### config.mk
export PLATFORM = sky130hd
export DESIGN_NAME = damage_scheduler_flat
export DESIGN_NICKNAME = d
export VERILOG_FILES = /design/src/rtl/damage_scheduler_pkg.sv /design/src/rtl/damage_scheduler_if.sv /design/src/rtl/damage_sat_acc.sv /design/src/rtl/damage_scheduler.sv /design/src/flat_wrapper.sv
export SDC_FILE = /design/constraint.sdc
export NUM_CORES = 1
export LEC_CHECK = 0
export CAP_MARGIN = 30
export CORE_MARGIN = 4
export CORE_UTILIZATION = 45
export DETAILED_ROUTE_END_ITERATION = 12
export HOLD_SLACK_MARGIN = 0.12
export MAX_ROUTING_LAYER = met4
export PLACE_DENSITY = 0.84
export SLEW_MARGIN = 20
export SYNTH_ARGS = -nofsm -noshare
export SYNTH_HDL_FRONTEND = slang
export SYNTH_SLANG_ARGS = --single-unit
### constraint.sdc
create_clock -name Clk -period 1.8 [get_ports Clk]
set_input_delay 0.18 -clock Clk [delete_from_list [all_inputs] [get_ports Clk]]
set_output_delay 0.18 -clock Clk [all_outputs]
set_load 0.05 [all_outputs]
### src/rtl/damage_scheduler_pkg.sv
// Shared definitions for the damage scheduler slice (package damage_pkg).
//   - Scan geometry: NUM_ATTACKERS attackers polled per target and NUM_TARGETS
//     targets (0..15 are units, TOWER_IDX is the tower).
//   - Default widths: DMG_WIDTH (per-attacker damage) and ACC_WIDTH (accumulator).
//   - FSM encoding state_t = {IDLE, SCAN, APPLY, DONE}.
//   - target_hit(): the attacker/target match rule used during SCAN.
package damage_pkg;

  localparam int NUM_ATTACKERS = 16;
  localparam int NUM_TARGETS   = 17;
  localparam int DMG_WIDTH     = 8;
  localparam int ACC_WIDTH     = 12;
  localparam int ATK_W         = 4;
  localparam int TGT_W         = 5;

  // Last target of a pass; the tower always sits at the top index.
  localparam logic [TGT_W-1:0]     TOWER_IDX = TGT_W'(NUM_TARGETS - 1);
  localparam logic [ACC_WIDTH-1:0] ACC_MAX   = 12'hFFF;

  typedef enum logic [1:0] {
    IDLE  = 2'd0,
    SCAN  = 2'd1,
    APPLY = 2'd2,
    DONE  = 2'd3
  } state_t;

  // An attacker contributes only when alive and aimed at the target being
  // summed. Targets are never above TOWER_IDX, so out-of-range attacker target
  // indices simply never match and their damage is dropped.
  function automatic logic target_hit(input logic             valid,
                                      input logic [TGT_W-1:0] target,
                                      input logic [TGT_W-1:0] current);
    return valid && (target == current);
  endfunction

endpackage

### src/rtl/damage_scheduler_if.sv
// Bus between the damage scheduler and its environment.
//   start           environment -> scheduler  1-cycle pass request
//   attackerSel     scheduler -> environment  attacker being polled
//   attackerValid   environment -> scheduler  combinational reply: attacker alive and attacking
//   attackerTarget  environment -> scheduler  combinational reply: its target index
//   attackerDamage  environment -> scheduler  combinational reply: its damage
//   damageSelect    scheduler -> decoder      target index
//   totalDamage     scheduler -> decoder      summed damage, 0 outside APPLY
//   applyValid      scheduler -> decoder      qualifies damageSelect/totalDamage
//   busy, done      scheduler -> environment  pass status
// Handshake: applyValid is a valid-only strobe with no ready; the decoder must
// accept {damageSelect, totalDamage} in every cycle applyValid is high. The
// attacker poll is likewise ready-free: the reply must be valid in the same
// cycle attackerSel is presented.
// Modports: master = scheduler side, slave = environment/decoder side.
interface damage_scheduler_if #(
  parameter int DMG_W = damage_pkg::DMG_WIDTH,
  parameter int ACC_W = damage_pkg::ACC_WIDTH
);

  logic                           start;
  logic [damage_pkg::ATK_W-1:0]   attackerSel;
  logic                           attackerValid;
  logic [damage_pkg::TGT_W-1:0]   attackerTarget;
  logic [DMG_W-1:0]               attackerDamage;
  logic [damage_pkg::TGT_W-1:0]   damageSelect;
  logic [ACC_W-1:0]               totalDamage;
  logic                           applyValid;
  logic                           busy;
  logic                           done;

  modport master (
    input  start, attackerValid, attackerTarget, attackerDamage,
    output attackerSel, damageSelect, totalDamage, applyValid, busy, done
  );

  modport slave (
    output start, attackerValid, attackerTarget, attackerDamage,
    input  attackerSel, damageSelect, totalDamage, applyValid, busy, done
  );

endinterface

### src/rtl/damage_sat_acc.sv
// Saturating damage accumulator.
//   clk, rst   clock and synchronous active-high reset
//   clr        zero the accumulator (wins over add_en)
//   add_en     add add_val this cycle
//   add_val    DMG_W-bit damage to add
//   acc        ACC_W-bit running total, sticks at its maximum and never wraps
// DMG_W must not exceed ACC_W.
module damage_sat_acc
  import damage_pkg::*;
#(
  parameter int DMG_W = DMG_WIDTH,
  parameter int ACC_W = ACC_WIDTH
) (
  input  logic             clk,
  input  logic             rst,
  input  logic             clr,
  input  logic             add_en,
  input  logic [DMG_W-1:0] add_val,
  output logic [ACC_W-1:0] acc
);

  // The default build saturates at the shared ACC_MAX; narrower builds
  // saturate at their own all-ones value.
  localparam logic [ACC_W-1:0] SAT_MAX =
    (ACC_W == ACC_WIDTH) ? ACC_W'(ACC_MAX) : {ACC_W{1'b1}};

  // One extra bit catches the carry so overflow can be replaced by SAT_MAX.
  logic [ACC_W:0] sum;

  assign sum = {1'b0, acc} + (ACC_W + 1)'(add_val);

  always_ff @(posedge clk) begin
    if (rst) begin
      acc <= '0;
    end else if (clr) begin
      acc <= '0;
    end else if (add_en) begin
      acc <= sum[ACC_W] ? SAT_MAX : sum[ACC_W-1:0];
    end
  end

endmodule

### src/rtl/damage_scheduler.sv
// Combat-resolution sequencer for one side (units or enemies).
// For each target 0..TOWER_IDX it polls all attackers, one per cycle, sums the
// damage aimed at that target, then presents {damageSelect, totalDamage} to the
// damage decoder for one APPLY cycle. A pass is 17 x (16 + 1) = 289 cycles from
// start to the last APPLY, followed by a one-cycle done pulse.
// Ports:
//   Clk, Reset  clock and synchronous active-high reset (all outputs go to 0)
//   bus         damage_scheduler_if.master (poll, decoder and status signals)
//   dbg_state   current FSM state
// Build option:
//   SKIP_ZERO_EN  when defined, APPLY cycles with a zero total keep applyValid
//                 low; the slot is still spent so pass timing is unchanged.
module damage_scheduler
  import damage_pkg::*;
#(
  parameter int DMG_W = DMG_WIDTH,
  parameter int ACC_W = ACC_WIDTH
) (
  input  logic                Clk,
  input  logic                Reset,
  damage_scheduler_if.master  bus,
  output state_t              dbg_state
);

  localparam logic [ATK_W-1:0] LAST_ATK = ATK_W'(NUM_ATTACKERS - 1);

  state_t           state_q;
  state_t           state_d;
  logic [ATK_W-1:0] atk_q;
  logic [TGT_W-1:0] tgt_q;
  logic [TGT_W-1:0] sel_q;
  logic [ACC_W-1:0] acc;
  logic             acc_clr;
  logic             acc_add;

  // ---------------------------------------------------------------------------
  // FSM state register
  // ---------------------------------------------------------------------------
  always_ff @(posedge Clk) begin
    if (Reset) begin
      state_q <= IDLE;
    end else begin
      state_q <= state_d;
    end
  end

  // ---------------------------------------------------------------------------
  // FSM next state. start is honoured only in IDLE, so a request during a
  // pass or in the DONE cycle is dropped.
  // ---------------------------------------------------------------------------
  always_comb begin
    state_d = state_q;
    case (state_q)
      IDLE:    if (bus.start)            state_d = SCAN;
      SCAN:    if (atk_q == LAST_ATK)    state_d = APPLY;
      APPLY:   state_d = (tgt_q == TOWER_IDX) ? DONE : SCAN;
      DONE:    state_d = IDLE;
      default: state_d = IDLE;
    endcase
  end

  // ---------------------------------------------------------------------------
  // Attacker / target counters and the held decoder select
  // ---------------------------------------------------------------------------
  always_ff @(posedge Clk) begin
    if (Reset) begin
      atk_q <= '0;
      tgt_q <= '0;
      sel_q <= '0;
    end else begin
      case (state_q)
        IDLE: begin
          if (bus.start) begin
            atk_q <= '0;
            tgt_q <= '0;
          end
        end
        SCAN: begin
          atk_q <= (atk_q == LAST_ATK) ? '0 : atk_q + 1'b1;
        end
        APPLY: begin
          // damageSelect keeps showing the last applied target afterwards.
          sel_q <= tgt_q;
          atk_q <= '0;
          if (tgt_q != TOWER_IDX) begin
            tgt_q <= tgt_q + 1'b1;
          end
        end
        default: begin
        end
      endcase
    end
  end

  // ---------------------------------------------------------------------------
  // Accumulator: cleared when a pass starts and after every APPLY, so each
  // target starts its scan from zero.
  // ---------------------------------------------------------------------------
  assign acc_clr = ((state_q == IDLE) && bus.start) || (state_q == APPLY);
  assign acc_add = (state_q == SCAN) &&
                   target_hit(bus.attackerValid, bus.attackerTarget, tgt_q);

  damage_sat_acc #(
    .DMG_W (DMG_W),
    .ACC_W (ACC_W)
  ) u_acc (
    .clk     (Clk),
    .rst     (Reset),
    .clr     (acc_clr),
    .add_en  (acc_add),
    .add_val (bus.attackerDamage),
    .acc     (acc)
  );

  // ---------------------------------------------------------------------------
  // FSM outputs
  // ---------------------------------------------------------------------------
  always_comb begin
    bus.attackerSel  = atk_q;
    bus.damageSelect = sel_q;
    bus.totalDamage  = '0;
    bus.applyValid   = 1'b0;
    bus.busy         = 1'b0;
    bus.done         = 1'b0;
    case (state_q)
      SCAN: begin
        bus.busy = 1'b1;
      end
      APPLY: begin
        bus.busy         = 1'b1;
        bus.damageSelect = tgt_q;
        bus.totalDamage  = acc;
`ifdef SKIP_ZERO_EN
        bus.applyValid   = (acc != '0);
`else
        bus.applyValid   = 1'b1;
`endif
      end
      DONE: begin
        bus.done = 1'b1;
      end
      default: begin
      end
    endcase
  end

  assign dbg_state = state_q;

endmodule

### src/flat_wrapper.sv
// flat-port wrapper written by rule: the top's interface ports become plain ports
module damage_scheduler_flat import damage_pkg::*;
#(
  parameter int DMG_W = DMG_WIDTH,
  parameter int ACC_W = ACC_WIDTH
)
  (Clk, Reset, dbg_state, bus_start, bus_attackerValid, bus_attackerTarget, bus_attackerDamage, bus_attackerSel, bus_damageSelect, bus_totalDamage, bus_applyValid, bus_busy, bus_done);
  damage_scheduler_if #(.DMG_W(DMG_W), .ACC_W(ACC_W)) bus_i ();
  input  logic Clk;
  input  logic Reset;
  output state_t dbg_state;
  input wire logic [$bits(bus_i.start)-1:0] bus_start;
  input wire logic [$bits(bus_i.attackerValid)-1:0] bus_attackerValid;
  input wire logic [$bits(bus_i.attackerTarget)-1:0] bus_attackerTarget;
  input wire logic [$bits(bus_i.attackerDamage)-1:0] bus_attackerDamage;
  output wire logic [$bits(bus_i.attackerSel)-1:0] bus_attackerSel;
  output wire logic [$bits(bus_i.damageSelect)-1:0] bus_damageSelect;
  output wire logic [$bits(bus_i.totalDamage)-1:0] bus_totalDamage;
  output wire logic [$bits(bus_i.applyValid)-1:0] bus_applyValid;
  output wire logic [$bits(bus_i.busy)-1:0] bus_busy;
  output wire logic [$bits(bus_i.done)-1:0] bus_done;
  assign bus_i.start = bus_start;
  assign bus_i.attackerValid = bus_attackerValid;
  assign bus_i.attackerTarget = bus_attackerTarget;
  assign bus_i.attackerDamage = bus_attackerDamage;
  assign bus_attackerSel = bus_i.attackerSel;
  assign bus_damageSelect = bus_i.damageSelect;
  assign bus_totalDamage = bus_i.totalDamage;
  assign bus_applyValid = bus_i.applyValid;
  assign bus_busy = bus_i.busy;
  assign bus_done = bus_i.done;
  damage_scheduler #(.DMG_W(DMG_W), .ACC_W(ACC_W)) u_core (.Clk(Clk), .Reset(Reset), .bus(bus_i), .dbg_state(dbg_state));
endmodule
==> metrics.yaml <==
status:
  status: "complete, but fails checks"
  violations: "setup timing"
clock_network:
  clockBufferDepth: 2
  clock-root-buffer: "clkbuf_8"
  cts_num_sinks: 28
  cts_buffers: 3
  cts_tree: "yes"
  h-tree-depth: 1
  clk_latency_ns: 0.28
  clk_pin_slew_ns: 0.10
yosys:
  muxShareOfSynthArea_pct: 4.88
  ys_warn_count: 0
  synth-compound-area-share_pct: 20.1
  synthXorXnorAreaFrac_pct: 6.83
  seq_area_frac_synth_pct: 31.2
  yosys.area_share.simple_pct: 20.6
  synth.avg_cell_area_um2: 8.63
  syn-num-nets: 242
  synthAdderAreaFrac_pct: 12.3
  synth_top_family_by_area: "simple AND/OR/NAND/NOR gates"
  synth_cell_type_count: 41
  ys_seq_elements: 28
  syn_area_um2: 1800
  synthCells: 208
final_layout:
  drive_gt1_share_pct: 36.2
  regArea_um2: 572
  postLayoutCoreUtil_pct: 76.9
  diodes: 0
  final_common_cell: "buf_4"
  syn2layout_area_growth_pct: 61.5
  nNetsFinal: 314
  finalNonFillerCells: 327
  fill_cells: 222
  mostFrequentLayoutCells: "buf_4, dfxtp_1, clkdlybuf4s50_1, nor2_1, buf_12"
  multi_input_area_um2: 1370
detailed_routing:
  vias_per_cell: 5.64
  wirelength_um: 5460
  drc: 0
  avgRoutedWirePerCell_um: 16.7
  antenna_left: 0
  firstDrtPassIters: 4
  drt_iter0_drc: 157
  vias: 1844
grt:
  grt_pass1_vias: 1753
  grt_pass1_wl_um: 7930
  gr-total-overflow: 0
  antenna_found_initial: 0
  grtUsageTotal_pct: 19.3
  grt_max_degree: 17
timing:
  max-slew-margin-rel_pct: 66.6
  layout_min_cycle_time_ns: 1.93
  maxSlewViolCount: 0
  grt_setup_unrepaired: "yes"
  clock_skew_ns: 0.00388
  post-route-period-util_pct: 107
  fmax_mhz: 517
  final_hold_viol_count: 0
  finalSetupViolCount: 14
  finalWorstSetupSlack_ns: -0.134
  tightest_slew_ns: 0.499
pwr:
  p_per_area_nw_per_um2: 788
  internal_power_mw: 1.39
  p_sw_share_pct: 39.1
  ir_drop_uv: 647
  netSwitchingPower_uw: 893
  pwr-share-clk_pct: 19.3
  power_frac_seq_pct: 31.4
  power.leakage_nw: 1.15
  pwr-share-comb_pct: 49.4
critical_path:
  crit_path_end_kind: "flip-flop"
  ff2ff_setup_slack_ns: -0.13
  critical_path.cell_chain: "ha_4, fa_2, a211oi_2, o211a_1, nor2_4, a2111oi_4, a211oi_1"
  setup.worst_path.end: "u_core.u_acc.acc[11]"
  worstSetupPathDepth: 7
  ff2ff_path_depth: 7
  path_class: "reg2reg"
  critPathMaxFanout: 4
  slowest_stage: "fa_2"
  r2r_end: "u_core.u_acc.acc[11]"
  crit_arrival_ns: 2.09
  critPathTopFamily: "compound AO/OA/AOI/OAI gates"
  r2r-start: "u_core.u_acc.acc[0]"
  worstPathRequired_ns: 1.96
  critPathLaunch: "u_core.u_acc.acc[0]"
  max_stage_delay_ns: 0.35
  cp_num_buf_inv: 0
  startpoint_type: "flip-flop"
floorplanning:
  pin_count: 43
  die_y_um: 71.2
  die_x_um: 71.2
  core_area_um2: 3770
  die_area_um2: 5060
  num_rows: 22
  start_util_pct: 47.6
place:
  dp_cells: 317
  dp_hpwl_um: 3530
  place_congestion: 0.773
  port_buffers: 42
flow_run:
  cap_violations: 0
min_path:
  hold_class: "in2reg"
==> registers in the layout, summed over array words and instances, names as in the netlist <==
signal / cells
u_core.dbg_state: 2
u_core.sel_q: 5
u_core.u_acc.acc: 12
u_core.tgt_q: 5
u_core.bus.attackerSel: 4
==> through the flow <==
stage                     worst slack [ns]  setup TNS (ns)  hold slack, ns  total power, mW  area [um^2]
after CTS                          -0.0774          -0.758           0.450             2.24         2770
after detailed placement            -0.497           -4.98           0.497             1.77         2640
final                               -0.134           -1.14           0.453             2.28         2900
after floorplan                    -0.0588         -0.0738           0.252             1.41         1880
after global placement              -0.414           -4.19           0.487             1.73         2640
after global routing                -0.248           -2.00           0.471             2.38         2900
==> power by group through the flow <==
stage / Clock, mW / Sequential, mW / Combinational, mW
after floorplan: 0 / 0.805 / 0.601
after global placement: 0 / 0.723 / 1.01
after detailed placement: 0 / 0.724 / 1.04
after CTS: 0.448 / 0.711 / 1.08
after global routing: 0.463 / 0.721 / 1.20
final: 0.440 / 0.716 / 1.13
==> routing by layer <==
metal | wire length (um) | part of all wire, % | up-vias | GRT usage (%)
li1 | - | - | 884 | -
met1 | 2230 | 41 | 884 | 23.2
met2 | 2900 | 53 | 69 | 33.8
met3 | 273 | 5.0 | 7 | 2.84
met4 | 58 | 1.1 | 0 | 4.38
met5 | 0 | 0 | - | -
==> worst register-to-register path, cell delays in order, from the launching register on <==
cell and delay, ns:
dfxtp_2 0.34, ha_4 0.16, fa_2 0.35, a211oi_2 0.25, o211a_1 0.28, nor2_4 0.07, a2111oi_4 0.24, a211oi_1 0.11
==> logic make-up after synthesis <==
family	Yosys count
compound gates	56
xor+xnor	14
fa+ha+maj	17
buf+inv	17
flops	28
mux	8
simple gates	68
==> layout make-up <==
cell class	instances	share of cell area [%]
Multi-Input combinational cell	163	47.2
Sequential cell	28	19.7
Clock buffer	4	2.29
Tap cell	48	2.07
Timing Repair Buffer	73	27.3
Inverter	11	1.51
==> synthesized netlist by cell type (all sizes together) <==
cell	number	area, um^2
mux2	6	67.6
and4	1	8.76
clkbuf	4	15.0
o21bai	1	7.51
nor3	2	10.0
nor2	19	71.3
o211ai	2	15.0
o21a	1	7.51
nand2	12	47.6
a31oi	9	56.3
a31o	2	17.5
o21ai	13	65.1
a21oi	12	60.1
o211a	1	10.0
a211o	2	17.5
inv	11	41.3
nor4b	2	17.5
fa	1	20.0
nor4	1	21.3
xor2	9	78.8
a311oi	2	17.5
a211oi	6	45.0
a21o	2	15.0
nand3	5	25.0
ha	16	200
a2111oi	1	8.76
a41oi	1	8.76
nand4bb	1	11.3
and2	14	88.8
buf	2	16.3
nor2b	7	43.8
nand4	2	12.5
and3	1	6.26
dfxtp	28	561
mux2i	2	20.0
o311a	1	10.0
nand2b	1	6.26
xnor2	5	43.8
==> worst min path at each step <==
| stage | startpoint | cells after the start | slack [ns] | to |
|---|---|---|---|---|
| 2_1_floorplan | Reset | 1 | 0.25 | u_core.sel_q[0] |
| 3_3_place_gp | u_core.u_acc.acc[9] | 2 | 0.49 | u_core.u_acc.acc[9] |
| 3_5_place_dp | u_core.u_acc.acc[9] | 2 | 0.50 | u_core.u_acc.acc[9] |
| 4_1_cts | bus_attackerDamage[0] | 4 | 0.45 | u_core.u_acc.acc[0] |
| 5_1_grt | bus_attackerDamage[0] | 4 | 0.47 | u_core.u_acc.acc[0] |
| 6_report | bus_attackerDamage[0] | 4 | 0.45 | u_core.u_acc.acc[0] |
==> repair_timing <==
| action | CTS | global route |
|---|---|---|
| resized for setup | 9 | 17 |
| setup buffers | 4 | 2 |
| pin swaps | 10 | 9 |
| cloned | 0 | 0 |
| setup endpoints to repair | 14 | 20 |
| hold buffers | 0 | 0 |
Power figures use the tool's default switching activity.
